**src/rtl/mux_scan_ctrl_if.sv**
```systemverilog
// Bus between the scan controller and its environment: scan requests,
// the mux select lines, the mux output and the captured result.
interface mux_scan_ctrl_if;
    logic       start;
    logic       continuous;
    logic [7:0] chan_mask;
    logic       abort;
    logic       mux_out;
    logic       S0;
    logic       S1;
    logic       S2;
    logic       busy;
    logic [7:0] result;
    logic       result_valid;

    // Requester side: issues scans and drives the mux output back in.
    modport master (
        output start, continuous, chan_mask, abort, mux_out,
        input  S0, S1, S2, busy, result, result_valid
    );

    // Controller side.
    modport slave (
        input  start, continuous, chan_mask, abort, mux_out,
        output S0, S1, S2, busy, result, result_valid
    );
endinterface

```
**src/rtl/mux_scan_ctrl.sv**
```systemverilog
// Select-line sequencer and capture stage for an 8:1 mux. Walks the
// enabled channels in ascending order, holds each select for
// SETTLE_CYCLES cycles, samples the mux output for one cycle and
// publishes the assembled word with a one-cycle valid pulse.
module mux_scan_ctrl #(
    parameter logic [3:0] SETTLE_CYCLES = 4'd2
) (
    input  logic            clk,
    input  logic            rst,
    mux_scan_ctrl_if.slave  bus
);

    typedef enum logic [1:0] {
        IDLE   = 2'd0,
        SETTLE = 2'd1,
        SAMPLE = 2'd2,
        DONE   = 2'd3
    } state_t;

    state_t     state_r, state_s;
    logic [2:0] sel_r, sel_s;
    logic [3:0] cnt_r, cnt_s;
    logic [7:0] shadow_r, shadow_s;
    logic [7:0] mask_r, mask_s;
    logic       cont_r, cont_s;
    logic [7:0] result_r, result_s;
    logic       valid_r, valid_s;
    logic       busy_r, busy_s;
    logic [7:0] sample_s;
    logic [3:0] first_s;
    logic [3:0] pick_s;

    // Lowest enabled channel at or above 'from'; bit 3 flags that one exists.
    function automatic logic [3:0] next_chan(input logic [7:0] mask, input logic [3:0] from);
        logic [3:0] r;
        r = 4'b0000;
        for (int i = 7; i >= 0; i--) begin
            if (mask[i] && (4'(i) >= from)) begin
                r = {1'b1, 3'(i)};
            end else begin
                r = r;
            end
        end
        return r;
    endfunction

    // Next-state and next-output logic for the scan sequencer.
    always_comb begin
        state_s  = state_r;
        sel_s    = sel_r;
        cnt_s    = cnt_r;
        shadow_s = shadow_r;
        mask_s   = mask_r;
        cont_s   = cont_r;
        result_s = result_r;
        valid_s  = 1'b0;
        sample_s = shadow_r;
        sample_s[sel_r] = bus.mux_out;
        first_s  = next_chan(bus.chan_mask, 4'd0);
        pick_s   = next_chan(mask_r, {1'b0, sel_r} + 4'd1);

        case (state_r)
            IDLE: begin
                sel_s = 3'd0;
                if (bus.start && !bus.abort && (bus.chan_mask != 8'h00)) begin
                    mask_s   = bus.chan_mask;
                    cont_s   = bus.continuous;
                    shadow_s = 8'h00;
                    sel_s    = first_s[2:0];
                    cnt_s    = SETTLE_CYCLES - 4'd1;
                    state_s  = SETTLE;
                end else begin
                    state_s  = IDLE;
                end
            end
            SETTLE: begin
                if (bus.abort) begin
                    sel_s   = 3'd0;
                    state_s = IDLE;
                end else if (cnt_r == 4'd0) begin
                    state_s = SAMPLE;
                end else begin
                    cnt_s   = cnt_r - 4'd1;
                end
            end
            SAMPLE: begin
                if (bus.abort) begin
                    sel_s   = 3'd0;
                    state_s = IDLE;
                end else if (pick_s[3]) begin
                    shadow_s = sample_s;
                    sel_s    = pick_s[2:0];
                    cnt_s    = SETTLE_CYCLES - 4'd1;
                    state_s  = SETTLE;
                end else begin
                    shadow_s = sample_s;
                    result_s = sample_s;
                    valid_s  = 1'b1;
                    state_s  = DONE;
                end
            end
            DONE: begin
                if (bus.abort) begin
                    sel_s   = 3'd0;
                    state_s = IDLE;
                end else if (cont_r && (bus.chan_mask != 8'h00)) begin
                    // Back-to-back rescan: behaves exactly like a start from IDLE.
                    mask_s   = bus.chan_mask;
                    cont_s   = bus.continuous;
                    shadow_s = 8'h00;
                    sel_s    = first_s[2:0];
                    cnt_s    = SETTLE_CYCLES - 4'd1;
                    state_s  = SETTLE;
                end else begin
                    sel_s   = 3'd0;
                    state_s = IDLE;
                end
            end
            default: begin
                sel_s   = 3'd0;
                state_s = IDLE;
            end
        endcase

        busy_s = (state_s != IDLE);
    end

    // State and output registers with synchronous reset.
    always_ff @(posedge clk) begin
        if (rst) begin
            state_r  <= IDLE;
            sel_r    <= 3'd0;
            cnt_r    <= 4'd0;
            shadow_r <= 8'h00;
            mask_r   <= 8'h00;
            cont_r   <= 1'b0;
            result_r <= 8'h00;
            valid_r  <= 1'b0;
            busy_r   <= 1'b0;
        end else begin
            state_r  <= state_s;
            sel_r    <= sel_s;
            cnt_r    <= cnt_s;
            shadow_r <= shadow_s;
            mask_r   <= mask_s;
            cont_r   <= cont_s;
            result_r <= result_s;
            valid_r  <= valid_s;
            busy_r   <= busy_s;
        end
    end

    assign bus.S0           = sel_r[0];
    assign bus.S1           = sel_r[1];
    assign bus.S2           = sel_r[2];
    assign bus.busy         = busy_r;
    assign bus.result       = result_r;
    assign bus.result_valid = valid_r;

endmodule

```
**src/flat_wrapper.sv**
```systemverilog
// flat-port wrapper written by rule: the top's interface ports become plain ports
module mux_scan_ctrl_flat 
#(
    parameter logic [3:0] SETTLE_CYCLES = 4'd2
)
  (clk, rst, bus_start, bus_continuous, bus_chan_mask, bus_abort, bus_mux_out, bus_S0, bus_S1, bus_S2, bus_busy, bus_result, bus_result_valid);
  mux_scan_ctrl_if bus_i ();
  input  logic clk;
  input  logic rst;
  input wire logic [$bits(bus_i.start)-1:0] bus_start;
  input wire logic [$bits(bus_i.continuous)-1:0] bus_continuous;
  input wire logic [$bits(bus_i.chan_mask)-1:0] bus_chan_mask;
  input wire logic [$bits(bus_i.abort)-1:0] bus_abort;
  input wire logic [$bits(bus_i.mux_out)-1:0] bus_mux_out;
  output wire logic [$bits(bus_i.S0)-1:0] bus_S0;
  output wire logic [$bits(bus_i.S1)-1:0] bus_S1;
  output wire logic [$bits(bus_i.S2)-1:0] bus_S2;
  output wire logic [$bits(bus_i.busy)-1:0] bus_busy;
  output wire logic [$bits(bus_i.result)-1:0] bus_result;
  output wire logic [$bits(bus_i.result_valid)-1:0] bus_result_valid;
  assign bus_i.start = bus_start;
  assign bus_i.continuous = bus_continuous;
  assign bus_i.chan_mask = bus_chan_mask;
  assign bus_i.abort = bus_abort;
  assign bus_i.mux_out = bus_mux_out;
  assign bus_S0 = bus_i.S0;
  assign bus_S1 = bus_i.S1;
  assign bus_S2 = bus_i.S2;
  assign bus_busy = bus_i.busy;
  assign bus_result = bus_i.result;
  assign bus_result_valid = bus_i.result_valid;
  mux_scan_ctrl #(.SETTLE_CYCLES(SETTLE_CYCLES)) u_core (.clk(clk), .rst(rst), .bus(bus_i));
endmodule
```
**config.mk**
```make
export PLATFORM = sky130hd
export DESIGN_NAME = mux_scan_ctrl_flat
export DESIGN_NICKNAME = d
export VERILOG_FILES = /design/src/rtl/mux_scan_ctrl_if.sv /design/src/rtl/mux_scan_ctrl.sv /design/src/flat_wrapper.sv
export SDC_FILE = /design/constraint.sdc
export NUM_CORES = 1
export LEC_CHECK = 0
export CORE_MARGIN = 2
export CORE_UTILIZATION = 50
export DETAILED_ROUTE_END_ITERATION = 16
export DONT_BUFFER_PORTS = 1
export GPL_TIMING_DRIVEN = 0
export PLACE_DENSITY = 0.69
export SLEW_MARGIN = 0
export SYNTH_ARGS = -nofsm -noshare
export SYNTH_HDL_FRONTEND = slang
export SYNTH_SLANG_ARGS = --single-unit
```
**constraint.sdc**
```tcl
create_clock -name clk -period 4.9 [get_ports clk]
set_clock_uncertainty 0.05 [all_clocks]
set_input_delay 0.98 -clock clk [delete_from_list [all_inputs] [get_ports clk]]
set_output_delay 0.98 -clock clk [all_outputs]
set_load 0.02 [all_outputs]
```
==> impl_metrics.csv <==
group,metric,value,unit
power_and_ir_drop,p_int,0.483,mW
status,status,"completed",
worst_setup_path,endpoint_kind,"flop",
layout,fin_area,2220,um^2
clocking,clk_latency,290,ps
route,vias_per_cell,5.77,
power_and_ir_drop,p_seq_share,47.4,%
layout,antennaDiodeCount,0,
sta,setup_viol,0,
layout,multi_input_area,1220,um^2
power_and_ir_drop,pwr-share-clk,40.3,%
clocking,clk_path_buf_depth,2,
grt,grt_use_total,21.8,%
route,first_pass_iters,4,
layout,fillers,394,
sta,fin_crit_sh,57.3,%
synth,synth-async-reset-ratio,0,%
synth,ys.warnings.count,0,
synth,synth_nets,264,
placed_design,routabilityCongestion,0.886,
clocking,clk_pin_slew_worst_paths,80,ps
worst_setup_path,worstPathArrival,2960,ps
sta,hold_viol_final,0,
die,io_pins,27,
worst_setup_path,cp_slowest_cell,"dfxtp_1",
clocking,postCtsSetupBuffers,0,
clocking,cts-root-buf,"clkbuf_8",
sta,period_needed,2810,ps
route,num_vias,1748,
placed_design,portBuffers,0,
power_and_ir_drop,powerDensity,295,nW/um^2
sta,relSlewSlack,53.6,%
placed_design,place_ws,2110,ps
layout,final_cells,303,
worst_setup_path,path_class,"reg2reg",
worst_setup_path,crit_chain,"buf_2 > inv_1 > ha_1 > nand2b_1 > a221oi_1 > o211ai_1 > nor2_4 > buf_4 > nor2_1 > a31oi_1",
layout,final_common_cell,"nor2_1",
route,wl,4.56,mm
layout,seq_area,721,um^2
synth,ys.flop_type,"dfxtp_1",
sta,rsz0062_at_grt,"false",
grt,antenna_found_initial,0,
worst_setup_path,worstPathMaxFanout,10,
synth,yosysUniqueCellTypes,55,
synth,syn_inst,245,
power_and_ir_drop,ir_worst_vdd,0.148,mV
die,row_count,23,
layout,final_nets,271,
route,drc,0,
hold_path,min_path_type,"reg2reg",
grt,overflow,0,
placed_design,post-dp-hpwl,3.33,mm
die,core_area,3970,um^2
clocking,htreeDepth,2,
sta,fmax,356,MHz
die,start_util,51.4,%
sta,worstMarginPinSlew,690,ps
clocking,cts_tree,"built",
sta,worst_slack,2090,ps
synth,yosysSeqAreaShare,35.3,%
clocking,cts_sinks,36,
grt,grt_max_degree,13,
power_and_ir_drop,combinationalPowerShare,12.3,%
synth,ys_ff_latch,36,
power_and_ir_drop,power_leakage,0.780,nW
layout,layout_common_cells,"nor2_1 (41), dfxtp_1 (36), a21oi_1 (19)",
run,cap_viol_max_count,0,
placed_design,dp.cells,295,
layout,drive_gt1_share,13.4,%
power_and_ir_drop,swShare,26.0,%
grt,grt_pass1_vias,1509,
layout,post-route-util,55.8,%
clocking,cts_resized,0,
route,drtIter0Drc,112,
synth,synth-edff-count,0,
route,wl_per_cell,15.0,um
synth,avgSynthCellArea,8.33,um^2
power_and_ir_drop,p_sw,0.170,mW
worst_setup_path,cp_slowest_stage_delay,480,ps
grt,grt_pass1_wl,7.45,mm
die,die_y,67.9,um
clocking,cts_made_buffers,5,
sta,slew_violations,0,
worst_setup_path,start_kind,"flop",
placed_design,place_area,2100,um^2
sta,fin_tns_setup,0,ps
layout,synthToLayoutAreaGrowth,8.52,%
worst_setup_path,required,5050,ps
route,antenna_left,0,
die,dieArea,4610,um^2
die,die_w,67.9,um
clocking,cts_hold_repair.buffers,0,
synth,syn_area,2040,um^2
==> layer usage <==
layer  vias up  share of wire (%)  global-route usage [%]
li1        892                  -                       -
met1       804                 47                    30.1
met2        43                 45                    31.9
met3         9                6.0                    6.58
met4         0                2.0                    8.25
met5         -                  0                       0
==> through the flow <==
stage	power, mW	hold WS [ps]
2_1_floorplan	0.380	381
3_3_place_gp	0.395	388
3_5_place_dp	0.396	402
4_1_cts	0.656	411
5_1_grt	0.680	432
6_report	0.653	411
==> sequential cells by signal (all words and copies together), names as in the netlist <==
signal / count
u_core.state_r: 2
u_core.bus.result_valid: 1
u_core.bus.result: 8
u_core.cont_r: 1
u_core.shadow_r: 8
u_core.mask_r: 8
u_core.cnt_r: 4
u_core.sel_r: 3
u_core.bus.busy: 1
==> critical path, delay by kind of cell (launching register included) <==
family / cells / cell delay [ps]
adders and majority gates: 1 / 340
and+or+nand+nor: 3 / 460
buffers and inverters: 3 / 610
DFF: 1 / 480
AOI/OAI and AO/OA: 3 / 760
==> synthesized netlist by cell type (2+ instances only) <==
cell | instances | share of area [%]
ha_1 | 5 | 3.1
o21ai_0 | 7 | 1.7
mux2i_1 | 17 | 8.3
nor3_2 | 2 | 0.98
dfxtp_1 | 36 | 35
a211oi_1 | 8 | 2.9
or2_2 | 2 | 0.61
nor4_1 | 2 | 0.61
nor3_1 | 14 | 3.4
o2111ai_1 | 2 | 0.86
o21ai_1 | 4 | 0.98
or3_1 | 2 | 0.61
nand2b_1 | 9 | 2.8
a21oi_1 | 19 | 4.7
nand3_1 | 6 | 1.5
nand3b_1 | 2 | 0.74
a31oi_1 | 2 | 0.61
nor2b_1 | 2 | 0.61
clkbuf_1 | 5 | 0.92
o21a_1 | 2 | 0.74
buf_2 | 5 | 1.2
nand2_1 | 10 | 1.8
nor2_1 | 41 | 7.5
o311a_1 | 2 | 0.98
inv_1 | 8 | 1.5
buf_4 | 2 | 0.74
==> path summary, 6_finish.rpt <==
path | start | to | slack [ps] | depth (start not counted)
hold reg to reg | u_core.shadow_r[0]$_SDFFE_PP0P_ | u_core.shadow_r[0]$_SDFFE_PP0P_ | 410 | 2
setup / recovery | u_core.sel_r[0]$_SDFFE_PP0P_ | u_core.sel_r[0]$_SDFFE_PP0P_ | 2090 | 10
setup reg to reg | u_core.sel_r[0]$_SDFFE_PP0P_ | u_core.sel_r[0]$_SDFFE_PP0P_ | 2090 | 10
hold / removal | u_core.shadow_r[0]$_SDFFE_PP0P_ | u_core.shadow_r[0]$_SDFFE_PP0P_ | 410 | 2
==> power groups by stage <==
stage,clock network (mW),registers [mW],logic (mW)
after floorplan,0,0.314,0.0661
after global placement,0,0.316,0.0788
after detailed placement,0,0.316,0.0796
after CTS,0.267,0.309,0.0802
after global routing,0.280,0.311,0.0894
final,0.263,0.309,0.0805
==> cells by family after synthesis <==
kind of cell             count (synthesis)  synth area share, %
flip-flops                              36                 35.3
XOR/XNOR                                 1                0.429
buffers and inverters                   22                 5.09
multiplexers                            17                 8.33
AND/OR/NAND/NOR                        103                 25.7
AO/OA/AOI/OAI                           61                 22.1
adder cells (fa/ha/maj)                  5                 3.06
==> area by class of cell <==
type	count	area share (%)
buffer	14	3.33
sequential	36	32.5
clock buffer	5	3.11
multi-input combinational	187	54.9
inverter	8	1.36
tap	50	2.82
clock inverter	3	1.92
Power figures use the tool's default switching activity.
